--- src/rtl/sap_pkg.sv ---
// Shared definitions for the SAP controller-sequencer: opcode values, the
// sequencer state encoding, the opcode classes used by decode and sequencing,
// and the control word that bundles every enable/load strobe.
package sap_pkg;

  localparam logic [3:0] OP_LDA = 4'b0000;
  localparam logic [3:0] OP_ADD = 4'b0001;
  localparam logic [3:0] OP_SUB = 4'b0010;
  localparam logic [3:0] OP_OUT = 4'b1110;
  localparam logic [3:0] OP_HLT = 4'b1111;

  typedef enum logic [2:0] {
    S_IDLE,
    S_T1,
    S_T2,
    S_T3,
    S_T4,
    S_T5,
    S_T6,
    S_HALT
  } state_t;

  // Undefined opcodes fold into OC_HLT or OC_UNK depending on HALT_ON_UNKNOWN,
  // so neither the sequencer nor the decoder needs to know that parameter.
  typedef enum logic [2:0] {
    OC_LDA,
    OC_ADD,
    OC_SUB,
    OC_OUT,
    OC_HLT,
    OC_UNK
  } op_class_t;

  typedef struct packed {
    logic ir_en;
    logic adder_en;
    logic a_en;
    logic mem_en;
    logic pc_en;
    logic mar_ld;
    logic ir_ld;
    logic a_ld;
    logic b_ld;
    logic out_ld;
    logic pc_inc;
    logic sub;
    logic halt;
  } ctrl_word_t;

endpackage

--- src/rtl/sap_ring_counter.sv ---
// T-state ring counter for the SAP sequencer: holds the state register and
// chooses the next T-state from the current opcode class.
// Optional macro SAP_CTRL_SKIP_NOP_EN: when defined, the ring returns to T1
// as soon as every remaining T-state of the instruction would be idle.
module sap_ring_counter
  import sap_pkg::*;
(
  input  logic      clk,
  input  logic      rst_n,
  input  op_class_t op_class,
  output state_t    state
);

  state_t state_nxt;

  // State register; reset parks the ring in IDLE immediately.
  always_ff @(posedge clk or negedge rst_n) begin
    if (!rst_n) begin
      state <= S_IDLE;
    end else begin
      state <= state_nxt;
    end
  end

  // Next-state selection: fixed fetch, opcode-dependent exit from T4..T6.
  always_comb begin
    state_nxt = state;
    case (state)
      S_IDLE: state_nxt = S_T1;
      S_T1:   state_nxt = S_T2;
      S_T2:   state_nxt = S_T3;
`ifdef SAP_CTRL_SKIP_NOP_EN
      // The short NOP cycle needs the upcoming opcode to be presented at T3.
      S_T3:   state_nxt = (op_class == OC_UNK) ? S_T1 : S_T4;
      S_T4: begin
        if (op_class == OC_HLT) begin
          state_nxt = S_HALT;
        end else if (op_class == OC_OUT || op_class == OC_UNK) begin
          state_nxt = S_T1;
        end else begin
          state_nxt = S_T5;
        end
      end
      S_T5:   state_nxt = (op_class == OC_ADD || op_class == OC_SUB) ? S_T6 : S_T1;
`else
      S_T3:   state_nxt = S_T4;
      S_T4:   state_nxt = (op_class == OC_HLT) ? S_HALT : S_T5;
      S_T5:   state_nxt = S_T6;
`endif
      S_T6:   state_nxt = S_T1;
      S_HALT: state_nxt = S_HALT;
      default: state_nxt = S_IDLE;
    endcase
  end

endmodule

--- src/rtl/sap_ctrl_seq.sv ---
// SAP controller-sequencer: runs the T1..T6 machine cycle and decodes the
// bus-driver enables and bus-receiver load strobes from the T-state and the
// IR opcode nibble. Outputs are purely combinational from the registered state.
// Optional macro SAP_CTRL_SKIP_NOP_EN shortens instructions whose trailing
// T-states are idle (handled inside sap_ring_counter).
module sap_ctrl_seq
  import sap_pkg::*;
#(
  parameter int OPCODE_W        = 4,
  parameter bit HALT_ON_UNKNOWN = 1'b0
) (
  input  logic                clk,
  input  logic                rst_n,
  input  logic [OPCODE_W-1:0] ir_opcode,
  output logic                ir_en,
  output logic                adder_en,
  output logic                a_en,
  output logic                mem_en,
  output logic                pc_en,
  output logic                mar_ld,
  output logic                ir_ld,
  output logic                a_ld,
  output logic                b_ld,
  output logic                out_ld,
  output logic                pc_inc,
  output logic                sub,
  output logic                halt,
  output logic [5:0]          t_state
);

  state_t     state;
  op_class_t  op_class;
  ctrl_word_t cw;

  // Opcode classification; anything outside the defined set is unknown.
  always_comb begin
    op_class = HALT_ON_UNKNOWN ? OC_HLT : OC_UNK;
    if (ir_opcode == OPCODE_W'(OP_LDA)) begin
      op_class = OC_LDA;
    end else if (ir_opcode == OPCODE_W'(OP_ADD)) begin
      op_class = OC_ADD;
    end else if (ir_opcode == OPCODE_W'(OP_SUB)) begin
      op_class = OC_SUB;
    end else if (ir_opcode == OPCODE_W'(OP_OUT)) begin
      op_class = OC_OUT;
    end else if (ir_opcode == OPCODE_W'(OP_HLT)) begin
      op_class = OC_HLT;
    end
  end

  sap_ring_counter u_ring (
    .clk      (clk),
    .rst_n    (rst_n),
    .op_class (op_class),
    .state    (state)
  );

  // Control-word decode; at most one bus driver is enabled per T-state.
  always_comb begin
    cw = '0;
    case (state)
      S_T1: begin
        cw.pc_en  = 1'b1;
        cw.mar_ld = 1'b1;
      end
      S_T2: cw.pc_inc = 1'b1;
      S_T3: begin
        cw.mem_en = 1'b1;
        cw.ir_ld  = 1'b1;
      end
      S_T4: begin
        case (op_class)
          OC_LDA, OC_ADD, OC_SUB: begin
            // IR low nibble is the operand address.
            cw.ir_en  = 1'b1;
            cw.mar_ld = 1'b1;
          end
          OC_OUT: begin
            cw.a_en   = 1'b1;
            cw.out_ld = 1'b1;
          end
          OC_HLT: cw.halt = 1'b1;
          default: cw = '0;
        endcase
      end
      S_T5: begin
        case (op_class)
          OC_LDA: begin
            cw.mem_en = 1'b1;
            cw.a_ld   = 1'b1;
          end
          OC_ADD, OC_SUB: begin
            cw.mem_en = 1'b1;
            cw.b_ld   = 1'b1;
          end
          default: cw = '0;
        endcase
      end
      S_T6: begin
        case (op_class)
          OC_ADD: begin
            cw.adder_en = 1'b1;
            cw.a_ld     = 1'b1;
          end
          OC_SUB: begin
            cw.adder_en = 1'b1;
            cw.a_ld     = 1'b1;
            cw.sub      = 1'b1;
          end
          default: cw = '0;
        endcase
      end
      S_HALT: cw.halt = 1'b1;
      default: cw = '0;
    endcase
  end

  // One-hot T-state indicator; zero in IDLE and HALT.
  always_comb begin
    t_state = '0;
    case (state)
      S_T1:    t_state = 6'b000001;
      S_T2:    t_state = 6'b000010;
      S_T3:    t_state = 6'b000100;
      S_T4:    t_state = 6'b001000;
      S_T5:    t_state = 6'b010000;
      S_T6:    t_state = 6'b100000;
      default: t_state = '0;
    endcase
  end

  assign ir_en    = cw.ir_en;
  assign adder_en = cw.adder_en;
  assign a_en     = cw.a_en;
  assign mem_en   = cw.mem_en;
  assign pc_en    = cw.pc_en;
  assign mar_ld   = cw.mar_ld;
  assign ir_ld    = cw.ir_ld;
  assign a_ld     = cw.a_ld;
  assign b_ld     = cw.b_ld;
  assign out_ld   = cw.out_ld;
  assign pc_inc   = cw.pc_inc;
  assign sub      = cw.sub;
  assign halt     = cw.halt;

endmodule
--- config.mk ---
export PLATFORM = sky130hd
export DESIGN_NAME = sap_ctrl_seq
export DESIGN_NICKNAME = d
export VERILOG_FILES = /design/src/rtl/sap_pkg.sv /design/src/rtl/sap_ring_counter.sv /design/src/rtl/sap_ctrl_seq.sv
export SDC_FILE = /design/constraint.sdc
export NUM_CORES = 1
export LEC_CHECK = 0
export CAP_MARGIN = 20
export CORE_AREA = 3 3 40 42
export DETAILED_ROUTE_END_ITERATION = 10
export DIE_AREA = 0 0 43 45
export PLACE_DENSITY_LB_ADDON = 0.1
export RECOVER_POWER = 25
export SYNTH_ARGS = -nofsm -noshare
export SYNTH_HDL_FRONTEND = slang
export SYNTH_SLANG_ARGS = --single-unit
--- constraint.sdc ---
create_clock -name clk -period 1.7 [get_ports clk]
set_input_delay 0.255 -clock clk [delete_from_list [all_inputs] [get_ports clk]]
set_output_delay 0.255 -clock clk [all_outputs]
set_load 0.03 [all_outputs]
==> flow_summary.toml, run 1 <==
[floorplan]
start_util_pct = 26.19
core-area_um2 = 1285
design.die.area_um2 = 1935
ioPinCount = 25
rows = 13
die_h_um = 45
die_x_um = 43

[yosys]
yosysWarnings = 0
synth_seq_cells = 3
synthCells = 47
netlist_area_um2 = 336.6
synth_edf_count = 0
ys.flop_type = "dfrtp_1"
ys_seq_area_share_pct = 22.30
async_flop_share_pct = 100.0
synthDistinctLibCells = 22
synth_nets = 53
syn_avg_cell_area_um2 = 7.161

[power]
internal-power_mw = 0.5367
clkPwrFrac_pct = 11.0
seqPwrFrac_pct = 14.5
p_per_area_nw_per_um2 = 1914
switching_power_mw = 0.5867
finalPower_mw = 1.123
p_leak_nw = 0.3115
worst_ir_drop_vdd_uv = 568.4
pwr-share-comb_pct = 74.5
swShare_pct = 52.22

[timing]
finalSetupViolations = 0
period_share_pct = 97.88
slew_headroom_pct = 85.61
holdWs_ns = 0.2762
worst_slew_pin_slew_ns = 0.2156
fmax_mhz = 600.9
grt_setup_unrepaired = "yes"
slew_viol_final = 0
worst_slack_ns = 0.03596
hold_viol = 0
final.min_clock_period_ns = 1.664
skew_ns = 0.0005090

[setup_path]
crit_arrival_ns = 1.41
worst_setup_path_start_kind = "input port"
cp_top_family = "buffers and inverters"
path_cells = "clkdlybuf4s50_1, nor2_2, nand2_1, o22ai_1, buf_4"
slowest_delay_ns = 0.46
required_ns = 1.44
critPathBufInv = 2
cp_slowest_cell = "clkdlybuf4s50_1"
cp_max_fo = 4
cp.depth = 5
end_kind = "output port"
rr_worst_depth = 4
path_class = "input port to output port"

[detailed_routing]
routed-wl-met3_um = 80
drt-met1-wl_um = 398
top_layer_used = "met3"
totalWireLength_um = 923
dr_wl_met2_um = 443
vias = 408
drtIter0Drc = 1
vias_per_cell = 4.584
final_antenna_net_count = 0
dr.pass1.iters = 2
drc_errors = 0
wl_per_cell_um = 10.37

[clocking]
clk_pin_slew_ns = 0.04
numCtsBuffers = 3
clkLatencyLatePin_ns = 0.23
cts_tree = "done"
cts_setup_buffers = 0
root_buffer = "clkbuf_4"
clkSinkCount = 3
htreeDepth = 1
ctsHoldBuffers = 0
cts.path.max_buffers = 2

[outcome]
status = "finished, final reports clean"

[finish]
seq_area_um2 = 76.32
diodes = 0
drive_above_1_share_pct = 48.65
finish.net_count = 81
area_growth_pct = 74.35
fin_area_um2 = 586.8
fin_util_pct = 45.67
fillers = 155
multiInputGateArea_um2 = 222.7

[placed_design]
dp_slack_ns = 0.004948
dpl.hpwl_um = 703
placed_cell_area_um2 = 539.3
gp_congestion = 0.6284
portBuffers = 24

[global_routing]
grt_max_degree = 9
grtUsageTotal_pct = 9.242
overflow = 0
grt_pass1_wl_mm = 1.283
grt_pass1_vias = 348
antenna_found_initial = 0

[hold_path]
min_path_type = "input port to async pin"

[flow_run]
cap_viol_max_count = 0
worst register-to-register path, stage by stage, from the launching register on:
cell and delay (ns):
dfrtp_1 0.41, buf_4 0.16, nand2_1 0.11, nor2_1 0.16, o22ai_1 0.09
area by class of cell:
| class | instances | share of cell area (%) |
|---|---|---|
| Timing Repair Buffer | 28 | 38.81 |
| Tap cell | 15 | 3.198 |
| Sequential cell | 3 | 13.01 |
| Multi-Input combinational cell | 35 | 37.95 |
| Clock buffer | 4 | 4.478 |
| Inverter | 4 | 2.559 |
metal layers:
layer | up-vias | global-route usage [%]
li1 | 210 | -
met5 | - | 0
met2 | 16 | 14.37
met3 | 0 | 1.594
met1 | 182 | 9.880
met4 | 0 | 10.84
per-stage QoR:
| step | instances | TNS, ns |
|---|---|---|
| after floorplan | 47 | -0.3840 |
| after global placement | 85 | 0 |
| after detailed placement | 85 | 0 |
| after CTS | 89 | 0 |
| after global routing | 89 | -0.03386 |
| final | 89 | 0 |
power groups by stage:
stage | Combinational (mW) | Sequential [mW] | Clock (mW)
floorplan | 0.623 | 0.130 | 0
global placement | 0.836 | 0.161 | 0
detailed placement | 0.831 | 0.161 | 0
CTS | 0.840 | 0.162 | 0.132
global route | 0.885 | 0.169 | 0.140
finish | 0.837 | 0.163 | 0.124
logic make-up after synthesis:
logic type / after synthesis / synth area share [%]
buf+inv: 9 / 17.47
flops: 3 / 22.30
compound gates: 6 / 11.15
xor+xnor: 1 / 2.603
simple gates: 28 / 46.47
path summary, 6_finish.rpt:
| path | from | end | slack [ns] |
|---|---|---|---|
| max | ir_opcode[3] | mem_en | 0.04 |
| max in group asynchronous | rst_n | async pin | 1.26 |
| min | rst_n | u_ring.state[1]$_DFF_PN0_ | 0.28 |
| min reg2reg | u_ring.state[0]$_DFF_PN0_ | u_ring.state[0]$_DFF_PN0_ | 0.52 |
| max reg2reg | u_ring.state[0]$_DFF_PN0_ | u_ring.state[1]$_DFF_PN0_ | 0.64 |
| min in group clk | ir_opcode[0] | u_ring.state[1]$_DFF_PN0_ | 0.46 |
cells in the final DEF, fill, tap and decap left out:
cell,n
buf_4,23
inv_2,1
inv_1,3
o21bai_1,1
nor3b_2,1
nand2_2,1
nand3_1,1
nand2_1,7
dlygate4sd3_1,1
or2_4,2
nor2_2,1
clkbuf_1,1
o22ai_1,4
nor2_1,6
dfrtp_1,2
and4b_1,1
nor3_2,2
dfrtp_2,1
nand2b_4,1
clkbuf_4,3
nor3b_1,3
a21oi_1,1
clkdlybuf4s50_1,2
nand3b_1,1
nand4_1,1
dlymetal6s2s_1,2
xor2_1,1
repair_timing:
item	CTS	global route
resized for setup	1	6
cloned	0	0
setup endpoints to repair	2	8
pin swaps	0	1
Yosys cell counts (all sizes together), types with 2 or more instances:
| cell | instances | area [um^2] |
|---|---|---|
| or2 | 2 | 15.02 |
| buf | 4 | 38.78 |
| dfrtp | 3 | 75.07 |
| nor3 | 2 | 10.01 |
| nand2 | 8 | 32.54 |
| nor2 | 7 | 26.28 |
| nor3b | 4 | 30.03 |
| inv | 4 | 15.01 |
| o22ai | 4 | 25.02 |
No activity file was read; power rests on OpenSTA's default activity.
==> inputs of run 2 (changes only) <==
--- a/config.mk
+++ b/config.mk
@@ -9,6 +9,7 @@
 export CORE_AREA = 3 3 40 42
 export DETAILED_ROUTE_END_ITERATION = 10
 export DIE_AREA = 0 0 43 45
+export MAX_ROUTING_LAYER = met4
 export PLACE_DENSITY_LB_ADDON = 0.1
 export RECOVER_POWER = 25
 export SYNTH_ARGS = -nofsm -noshare
==> results of run 2 <==
Same layout as run 1: the final DEF is identical, and so are final timing and power.
Among the figures that moved: final weighted congestion in routability-driven placement 0.6284 -> 0.6334; overall routing resource usage 9.242% -> 9.520%
